--- config.mk ---
export PLATFORM = sky130hd
export DESIGN_NAME = imm_gen_pipe
export DESIGN_NICKNAME = d
export VERILOG_FILES = /design/src/rtl/imm_gen_pipe.sv
export SDC_FILE = /design/constraint.sdc
export NUM_CORES = 1
export LEC_CHECK = 0
export ABC_AREA = 1
export CORE_MARGIN = 2
export CORE_UTILIZATION = 30
export CTS_CLUSTER_DIAMETER = 100
export DETAILED_ROUTE_END_ITERATION = 12
export GPL_TIMING_DRIVEN = 1
export PLACE_DENSITY = 0.57
export RECOVER_POWER = 50
export SYNTH_ARGS = -nofsm -noshare
export SYNTH_HDL_FRONTEND = slang
export SYNTH_SLANG_ARGS = --single-unit
--- constraint.sdc ---
create_clock -name clk -period 1.84 [get_ports clk]
set_clock_uncertainty 0.1 [all_clocks]
set_input_delay 0.368 -clock clk [delete_from_list [all_inputs] [get_ports clk]]
set_output_delay 0.368 -clock clk [all_outputs]
set_load 0.1 [all_outputs]
--- src/rtl/imm_gen_pipe.sv ---
// imm_gen_pipe: registered RISC-V immediate generator for the decode stage.
// Extracts and extends the immediate selected by imm_sel, computes pc + imm
// and a misaligned-target flag for branches and jumps. A one-entry skid
// buffer behind the output register keeps in_ready a pure register output.
module imm_gen_pipe #(
   parameter int XLEN   = 32,
   parameter int IALIGN = 32
) (
   input  logic            clk,
   input  logic            rst_n,
   input  logic            flush,
   input  logic            in_valid,
   output logic            in_ready,
   input  logic [31:0]     inst,
   input  logic [XLEN-1:0] pc,
   input  logic [2:0]      imm_sel,
   output logic            out_valid,
   input  logic            out_ready,
   output logic [XLEN-1:0] imm,
   output logic [XLEN-1:0] target,
   output logic            misalign
);

   localparam logic [2:0] SEL_S     = 3'd0;
   localparam logic [2:0] SEL_B     = 3'd1;
   localparam logic [2:0] SEL_U     = 3'd2;
   localparam logic [2:0] SEL_J     = 3'd3;
   localparam logic [2:0] SEL_I     = 3'd4;
   localparam logic [2:0] SEL_ISTAR = 3'd5;
   localparam logic [2:0] SEL_CSR   = 3'd6;

   // ------------------------------------------------------------------
   // Immediate decode. The low 32 bits are formed first; wider datapaths
   // replicate bit 31 for the signed formats and zero-fill otherwise.
   // ------------------------------------------------------------------
   logic [31:0]     imm32;
   logic            imm_signed;
   logic [XLEN-1:0] imm_next;
   logic [XLEN-1:0] target_next;
   logic            misalign_next;
   logic            is_branch_jump;

   // The opcode field never contributes to an immediate.
   logic            unused_opcode;
   assign unused_opcode = ^inst[6:0];

   // Format select: build the low word of the immediate.
   always_comb begin
      imm32      = 32'd0;
      imm_signed = 1'b0;
      case (imm_sel)
         SEL_I: begin
            imm32      = {{20{inst[31]}}, inst[31:20]};
            imm_signed = 1'b1;
         end
         SEL_ISTAR: begin
            // Shift amount is 6 bits wide only on a 64-bit datapath.
            if (XLEN == 64) begin
               imm32 = {26'd0, inst[25:20]};
            end else begin
               imm32 = {27'd0, inst[24:20]};
            end
         end
         SEL_S: begin
            imm32      = {{20{inst[31]}}, inst[31:25], inst[11:7]};
            imm_signed = 1'b1;
         end
         SEL_B: begin
            imm32      = {{19{inst[31]}}, inst[31], inst[7], inst[30:25],
                          inst[11:8], 1'b0};
            imm_signed = 1'b1;
         end
         SEL_U: begin
            imm32      = {inst[31:12], 12'd0};
            imm_signed = 1'b1;
         end
         SEL_J: begin
            imm32      = {{11{inst[31]}}, inst[31], inst[19:12], inst[20],
                          inst[30:21], 1'b0};
            imm_signed = 1'b1;
         end
         SEL_CSR: begin
            imm32 = {27'd0, inst[19:15]};
         end
         default: begin
            imm32      = 32'd0;
            imm_signed = 1'b0;
         end
      endcase
   end

   genvar gi;
   generate
      for (gi = 0; gi < XLEN; gi++) begin : g_ext
         if (gi < 32) begin : g_low
            assign imm_next[gi] = imm32[gi];
         end else begin : g_high
            assign imm_next[gi] = imm_signed & imm32[31];
         end
      end
   endgenerate

   assign target_next    = pc + imm_next;
   assign is_branch_jump = (imm_sel == SEL_B) || (imm_sel == SEL_J);

   generate
      if (IALIGN == 16) begin : g_align16
         assign misalign_next = is_branch_jump & target_next[0];
      end else begin : g_align32
         assign misalign_next = is_branch_jump & target_next[1];
      end
   endgenerate

   // ------------------------------------------------------------------
   // Output register (OR) and skid register (SK).
   // ------------------------------------------------------------------
   logic            or_valid_reg, or_valid_next;
   logic            sk_valid_reg, sk_valid_next;
   logic [XLEN-1:0] or_imm_reg, or_target_reg;
   logic            or_misalign_reg;
   logic [XLEN-1:0] sk_imm_reg, sk_target_reg;
   logic            sk_misalign_reg;
   logic            or_load_new, or_load_sk, sk_load;
   logic            accept, drain;

   // in_ready comes straight from a flop, so out_ready never reaches it.
   assign in_ready = !sk_valid_reg;
   assign accept   = in_valid && in_ready;
   assign drain    = or_valid_reg && out_ready;

   // Handshake control: decide valid bits and which payload loads where.
   always_comb begin
      or_valid_next = or_valid_reg;
      sk_valid_next = sk_valid_reg;
      or_load_new   = 1'b0;
      or_load_sk    = 1'b0;
      sk_load       = 1'b0;
      if (flush) begin
         or_valid_next = 1'b0;
         sk_valid_next = 1'b0;
      end else if (drain && sk_valid_reg) begin
         or_valid_next = 1'b1;
         or_load_sk    = 1'b1;
         sk_valid_next = 1'b0;
      end else if (drain && accept) begin
         or_valid_next = 1'b1;
         or_load_new   = 1'b1;
      end else if (drain) begin
         or_valid_next = 1'b0;
      end else if (accept && !or_valid_reg) begin
         or_valid_next = 1'b1;
         or_load_new   = 1'b1;
      end else if (accept) begin
         sk_valid_next = 1'b1;
         sk_load       = 1'b1;
      end
   end

   // Valid bits.
   always_ff @(posedge clk or negedge rst_n) begin
      if (!rst_n) begin
         or_valid_reg <= 1'b0;
         sk_valid_reg <= 1'b0;
      end else begin
         or_valid_reg <= or_valid_next;
         sk_valid_reg <= sk_valid_next;
      end
   end

   // Output payload: loads only from the skid entry or a fresh beat.
   always_ff @(posedge clk or negedge rst_n) begin
      if (!rst_n) begin
         or_imm_reg      <= '0;
         or_target_reg   <= '0;
         or_misalign_reg <= 1'b0;
      end else if (or_load_sk) begin
         or_imm_reg      <= sk_imm_reg;
         or_target_reg   <= sk_target_reg;
         or_misalign_reg <= sk_misalign_reg;
      end else if (or_load_new) begin
         or_imm_reg      <= imm_next;
         or_target_reg   <= target_next;
         or_misalign_reg <= misalign_next;
      end
   end

   // Skid payload: captures a beat accepted while OR is stalled.
   always_ff @(posedge clk or negedge rst_n) begin
      if (!rst_n) begin
         sk_imm_reg      <= '0;
         sk_target_reg   <= '0;
         sk_misalign_reg <= 1'b0;
      end else if (sk_load) begin
         sk_imm_reg      <= imm_next;
         sk_target_reg   <= target_next;
         sk_misalign_reg <= misalign_next;
      end
   end

   assign out_valid = or_valid_reg;
   assign imm       = or_imm_reg;
   assign target    = or_target_reg;
   assign misalign  = or_misalign_reg;

endmodule
==> impl_metrics.yaml, run 1 <==
power:
  ir_worst_vdd_uv: 867
  p_int_mw: 9.15
  clock_power_share_pct: 22.7
  combPwrFrac_pct: 50.0
  pwr_density_cell_nw_per_um2: 1110
  sw_frac_of_total_pct: 43.0
  cellLeakagePower_nw: 7.18
  seqPwrFrac_pct: 27.3
  power.switching_mw: 6.91
critical_path:
  rr_endpoint: "target[25]"
  reg2reg_depth: 9
  path_class: "primary input to register"
  critical_path.endpoint_type: "register"
  r2r_slack_ns: -0.03
  cp.arrival_ns: 2.65
  path_common_cell: "nand2_1"
  max_stage_delay_ns: 0.26
  crit_fanout: 8
  start_kind: "primary input"
  crit_path_start: "imm_sel[2]"
  crit_path_top_delay_cell: "ha_4"
  crit_required_ns: 2.05
  path_cells: "buf_8, clkinvlp_4, buf_6, nand3_4, nand2_2, inv_2, buf_12, o21ai_4, ha_4, nand2_1, inv_1, nand2_1, nand2_1, a21oi_2, nand2_4, buf_12, xnor2_4, o21ai_1"
  reg2reg_from: "out_valid"
die:
  coreArea_um2: 26900
  start_util_pct: 30.4
  die_y_um: 169
  die_w_um: 169
  ios: 139
  rows: 60
  die_area_um2: 28600
flow_run:
  drv_cap: 0
route:
  drt_iter0_drc: 567
  wl_per_cell_um: 16.8
  firstDrtPassIters: 7
  via_count: 8670
  drc: 0
  avgViaCountPerCell: 4.76
  antenna_left: 0
  wirelength_um: 30700
cells_and_area:
  drive_gt1_share_pct: 40.4
  fin_util_pct: 53.7
  antenna_cells: 0
  syn2layout_area_growth_pct: 76.9
  finalNetCount: 1573
logic_synthesis:
  synthSimpleGateAreaFrac_pct: 29.4
  synthTopCellsByArea: "dfrtp_1, nand2_1, inv_1, ha_1, nand3_1"
  synth_edf_count: 0
  yosysSeqAreaShare_pct: 40.5
  synthFlopType: "dfrtp_1"
  ys_ff_latch: 132
  synth_area_leader_cell: "dfrtp_1"
  yosysWarningCount: 0
  synthArstFlopShare_pct: 100
  synth_top_area_share_pct: 40.5
  yosysUniqueCellTypes: 33
  syn_nets: 1278
  synth_top_family_by_area: "simple AND/OR/NAND/NOR gates"
  synth_common_cells: "nand2_1, inv_1, dfrtp_1"
  synth_compound_area_share_pct: 12.1
  post-synth-top-count-cell: "nand2_1"
  synth.cell_area_um2: 8170
  postSynthCellCount: 1174
  muxShareOfSynthArea_pct: 0
  synth_xor_area_share_pct: 1.61
  synthAdderAreaFrac_pct: 5.00
  avgSynthCellArea_um2: 6.96
min_path:
  hold_path_end: "sk_target_reg[17]"
  hp-start: "sk_target_reg[17]"
  whs_path_depth: 2
  min_path_type: "register to register"
placed_design:
  gp_congestion: 0.899
  hpwl_um: 21800
  place_ws_ns: -1.68
  portBuffers: 131
status:
  violations: "setup timing"
  status: "finished, violations left"
sta:
  final.period_utilization_pct: 132
  drv_slew: 0
  slew-limit-headroom_pct: 26.3
  hold_viol: 0
  layout_min_cycle_time_ns: 2.44
  fin_ws_ns: -0.596
  fmax_ghz: 0.410
  rsz0062_at_grt: "yes"
  setup_violations: 64
  worst_slew_pin_slew_ns: 1.11
global_route:
  grt_max_degree: 66
  grt_first_pass_wirelength_um: 46900
  antenna_found_initial: 0
  overflow: 0
  grt_usage_pct: 21.2
  grt_pass1_vias: 8727
clock_network:
  cts.htree.levels: 4
  clock_sinks: 132
  numCtsBuffers: 17
  clk_latency_ns: 0.43
  cts_buffer_depth: 2
  cts_root_buf: "clkbuf_16"
  clkSlewWorstSetupHoldPaths_ns: 0.06
  cts_tree: "built"
power by group through the flow:
| stage | clock, mW | sequential, mW | combinational (mW) |
|---|---|---|---|
| floorplan | 0 | 6.71 | 1.79 |
| global placement | 0 | 4.41 | 7.02 |
| detailed placement | 0 | 4.43 | 7.06 |
| CTS | 3.70 | 4.39 | 7.61 |
| global route | 3.81 | 4.49 | 8.45 |
| finish | 3.64 | 4.39 | 8.02 |
cell families (layout without fill, tap and decap cells):
group	Yosys count	count (layout)
DFF	132	132
and+or+nand+nor	599	599
buffers and inverters	236	544
adders and majority gates	32	32
AOI/OAI and AO/OA	160	160
xor gates and xnor gates	15	15
area by class of cell:
type                    count  area, µm²
clock buffers              20        437
clock inverters            12        180
fillers                  2376      12400
inverters                 201        773
multi-input cells         806       5760
flip-flops and latches    132       3300
well taps                 341        427
repair buffers            311       3570
stage by stage:
stage,hold WS (ns),total power [mW],TNS [ns],std cells,cell area (µm²)
global route,0.407,16.8,-36.49,1823,14400
global placement,0.219,11.4,-109.10,1759,11800
finish,0.378,16.1,-29.17,1823,14400
CTS,0.337,15.7,-22.67,1809,13700
detailed placement,0.222,11.5,-111.75,1759,11800
floorplan,-0.0276,8.50,-24.52,1174,8380
worst max-delay path by stage:
stage	to	cells past startpoint
global route	sk_target_reg[14]	18
detailed placement	sk_target_reg[30]	17
finish	sk_target_reg[14]	18
floorplan	target[31]	17
CTS	sk_target_reg[16]	19
global placement	sk_target_reg[30]	18
cell usage in the layout (no fill, tap or decap), drive strengths merged, types with 2 or more instances in the layout:
cell / synthesis / final
nand4: 3 / 3
or2: 2 / 2
o21ai: 67 / 67
clkbuf: 16 / 22
ha: 31 / 31
nand2: 450 / 450
xnor2: 12 / 12
o211ai: 41 / 41
bufinv: 0 / 4
clkinv: 0 / 5
xor2: 3 / 3
and2: 4 / 4
inv: 201 / 201
nor3: 6 / 6
clkdlybuf4s50: 0 / 56
o21bai: 7 / 7
nand3: 71 / 71
nand3b: 2 / 2
a22o: 16 / 16
buf: 19 / 248
dfrtp: 132 / 132
dlygate4sd2: 0 / 4
a21oi: 26 / 26
clkinvlp: 0 / 3
nor2: 61 / 61
routing by layer:
| layer | share of wire (%) | wire [µm] | track usage [%] |
|---|---|---|---|
| met4 | 2.9 | 884 | 6.50 |
| met5 | 0 | 0 | 0 |
| met1 | 46 | 14100 | 29.0 |
| met3 | 3.8 | 1160 | 3.06 |
| met2 | 48 | 14600 | 34.8 |
repair_timing:
item,in CTS,in global routing
gates cloned,0,1
hold buffers,1,0
gates resized for setup,256,178
setup buffers,20,17
hold endpoints to repair,36,0
setup endpoints to repair,76,68
pin swaps,74,95
worst max-delay path: cells and delay by family:
| family | cells | cell delay, ns |
|---|---|---|
| AOI/OAI and AO/OA | 3 | 0.45 |
| xor gates and xnor gates | 1 | 0.19 |
| and+or+nand+nor | 6 | 0.51 |
| buffers and inverters | 7 | 0.86 |
| adders and majority gates | 1 | 0.26 |
Power figures use the tool's default switching activity.
==> run 2: changes to the inputs <==
- clock period: 1.84 -> 2.4 ns (I/O delays scaled with it)
==> run 2 against run 1 <==
  * The run still ends with setup timing left
  * Sequential cell count stayed put
  * Largest power group unchanged
  * Total power is 32% lower
  * Routed wire length is 6.6% lower
  * Worst setup slack better by 0.57 ns
  * Critical path depth is 1 higher
  * Die area stayed put
  * Clock power is 26% lower
  * Non-clock buffer count is 36 lower
  * Largest cell class unchanged
  * Design area is 12% lower
  * Hold slack better by 0.00088 ns
  * First-iteration DRC count is 15% lower
  * Cell count is 2.0% lower
==> impl_metrics.yaml, run 2 (synthesized netlist as in run 1, its figures left out) <==
critical_path:
  critical_path.endpoint_type: "register"
  reg2reg_from: "sk_valid_reg"
  rr_endpoint: "sk_imm_reg[21]"
  crit_path_start: "imm_sel[2]"
  crit_fanout: 7
  reg2reg_depth: 7
  cp_top_family: "simple AND/OR/NAND/NOR gates"
  max_stage_delay_ns: 0.39
  cp.arrival_ns: 2.69
  cp.depth: 19
  start_kind: "primary input"
  r2r_slack_ns: 0.56
  path_cells: "buf_8, clkinvlp_4, buf_12, buf_6, o21ai_4, nand2_1, nand2_2, inv_2, fa_2, inv_4, nand3_2, nand3_2, nand2_1, nand2_2, nand2_2, nand2_2, xor2_2, nand2_1, nand2_1"
  critPathCapture: "target[16]"
  crit_path_top_delay_cell: "fa_2"
  crit_buf_inv: 6
  crit_required_ns: 2.66
  path_class: "primary input to register"
die:
  coreArea_um2: 26900
  start_util_pct: 30.4
  die_y_um: 169
  ios: 139
  rows: 60
  die_w_um: 169
  die_area_um2: 28600
global_route:
  grt_first_pass_wirelength_um: 43900
  grt_max_degree: 60
  grt_pass1_vias: 8227
  grt_usage_pct: 19.8
  antenna_found_initial: 0
  overflow: 0
min_path:
  min_path_type: "register to register"
  hp-start: "sk_target_reg[20]"
clock_network:
  cts_tree: "built"
  clock_sinks: 132
  cts_buffer_depth: 2
  clkSlewWorstSetupHoldPaths_ns: 0.06
  numCtsBuffers: 17
  cts.htree.levels: 4
  clk_latency_ns: 0.42
  cts_root_buf: "clkbuf_16"
route:
  drt_iter0_drc: 480
  firstDrtPassIters: 7
  antenna_left: 0
  wl_per_cell_um: 16.1
  avgViaCountPerCell: 4.70
  drc: 0
  via_count: 8393
  wirelength_um: 28700
power:
  ir_worst_vdd_uv: 610
  pwr_density_cell_nw_per_um2: 864
  cellLeakagePower_nw: 6.45
cells_and_area:
  fillers: 2623
  syn2layout_area_growth_pct: 55.8
  antenna_cells: 0
  finalNetCount: 1537
  layout_commonest_cell: "nand2_1"
  seq_area_um2: 3300
  drive_gt1_share_pct: 33.3
  multi_input_area_um2: 5240
  stdcell_area_um2: 12700
  final_cell_mix: "nand2_1, buf_4, inv_1"
placed_design:
  hpwl_um: 21000
  portBuffers: 131
  placed_area_um2: 10600
  gp_congestion: 0.917
sta:
  layout_min_cycle_time_ns: 2.43
  drv_slew: 0
  fmax_ghz: 0.412
  slew-limit-headroom_pct: 4.69
  fin_ws_ns: -0.0273
  finalSetupTns_ns: -0.0558
  hold_viol: 0
  rsz0062_at_grt: "yes"
  setup_violations: 3
  final.period_utilization_pct: 101
  worst_slew_pin_slew_ns: 1.43
status:
  status: "finished, violations left"
  violations: "setup timing"
flow_run:
  drv_cap: 0
run 2: cell types whose count changed in the layout (fill, tap and decap cells not counted), moves of 7 or more:
cell	previous run	this run
o21ai_0	37	45
nand2_2	80	56
buf_12	78	12
nand3_1	22	51
nand3_2	37	14
buf_6	26	8
nand2_4	32	15
xnor2_4	9	2
nand2_1	337	377
o21ai_1	11	4
o21ai_2	11	4
clkbuf_2	2	13
buf_4	138	177
run 2: worst min path at each step:
| stage | slack, ns | endpoint | cells past startpoint |
|---|---|---|---|
| 2_1_floorplan | 0.08 | imm[0] | 0 |
| 3_3_place_gp | 0.36 | sk_target_reg[11] | 2 |
| 3_5_place_dp | 0.37 | sk_target_reg[11] | 2 |
| 4_1_cts | 0.38 | sk_target_reg[11] | 2 |
| 5_1_grt | 0.40 | sk_target_reg[20] | 2 |
| 6_report | 0.38 | sk_target_reg[20] | 2 |
run 2: area by class of cell:
type / count / share of cell area, %
clock inverter: 12 / 1.24
timing repair buffer: 275 / 18.6
multi-input combinational: 806 / 41.2
inverter: 201 / 6.10
sequential: 132 / 26.0
tap: 341 / 3.35
clock buffer: 19 / 3.48
run 2: metal layers:
layer / routed length, µm / part of all wire, % / vias up / GRT usage (%)
met5: 0 / 0 / - / 0
met4: 570 / 2.0 / 0 / 5.83
met3: 1080 / 3.8 / 31 / 3.34
met2: 14000 / 49 / 184 / 33.2
met1: 13000 / 46 / 3993 / 26.4
li1: - / - / 4185 / -
run 2: repair_timing:
| item | 4_1_cts | 5_1_grt |
|---|---|---|
| gates resized for setup | 145 | 180 |
| hold buffers | 1 | 0 |
| setup endpoints to repair | 64 | 57 |
| pin swaps | 36 | 46 |
| buffers inserted | 23 | 14 |
| endpoints found under the hold margin | 48 | 0 |
run 2: stage by stage:
step	utilization (%)	power [mW]	cells	hold WS (ns)	setup WS [ns]
2_1_floorplan	-	6.46	1174	0.0844	-0.0939
3_3_place_gp	39.4	7.81	1727	0.363	-1.16
3_5_place_dp	39.4	7.84	1727	0.366	-1.24
4_1_cts	44.3	10.8	1772	0.382	-0.0660
5_1_grt	47.3	11.5	1786	0.403	-0.122
6_report	47.3	11.0	1786	0.379	-0.0273
run 2: worst min-delay path, cell delays in order (launching register included):
cell and delay, ns:
dfrtp_1 0.34, nand2_1 0.05, nand2_1 0.05
run 2: where the power goes:
group,switching [mW],internal [mW],total [mW]
registers,0.346,2.86,3.21
clock network,1.05,1.66,2.71
logic,3.55,1.52,5.07
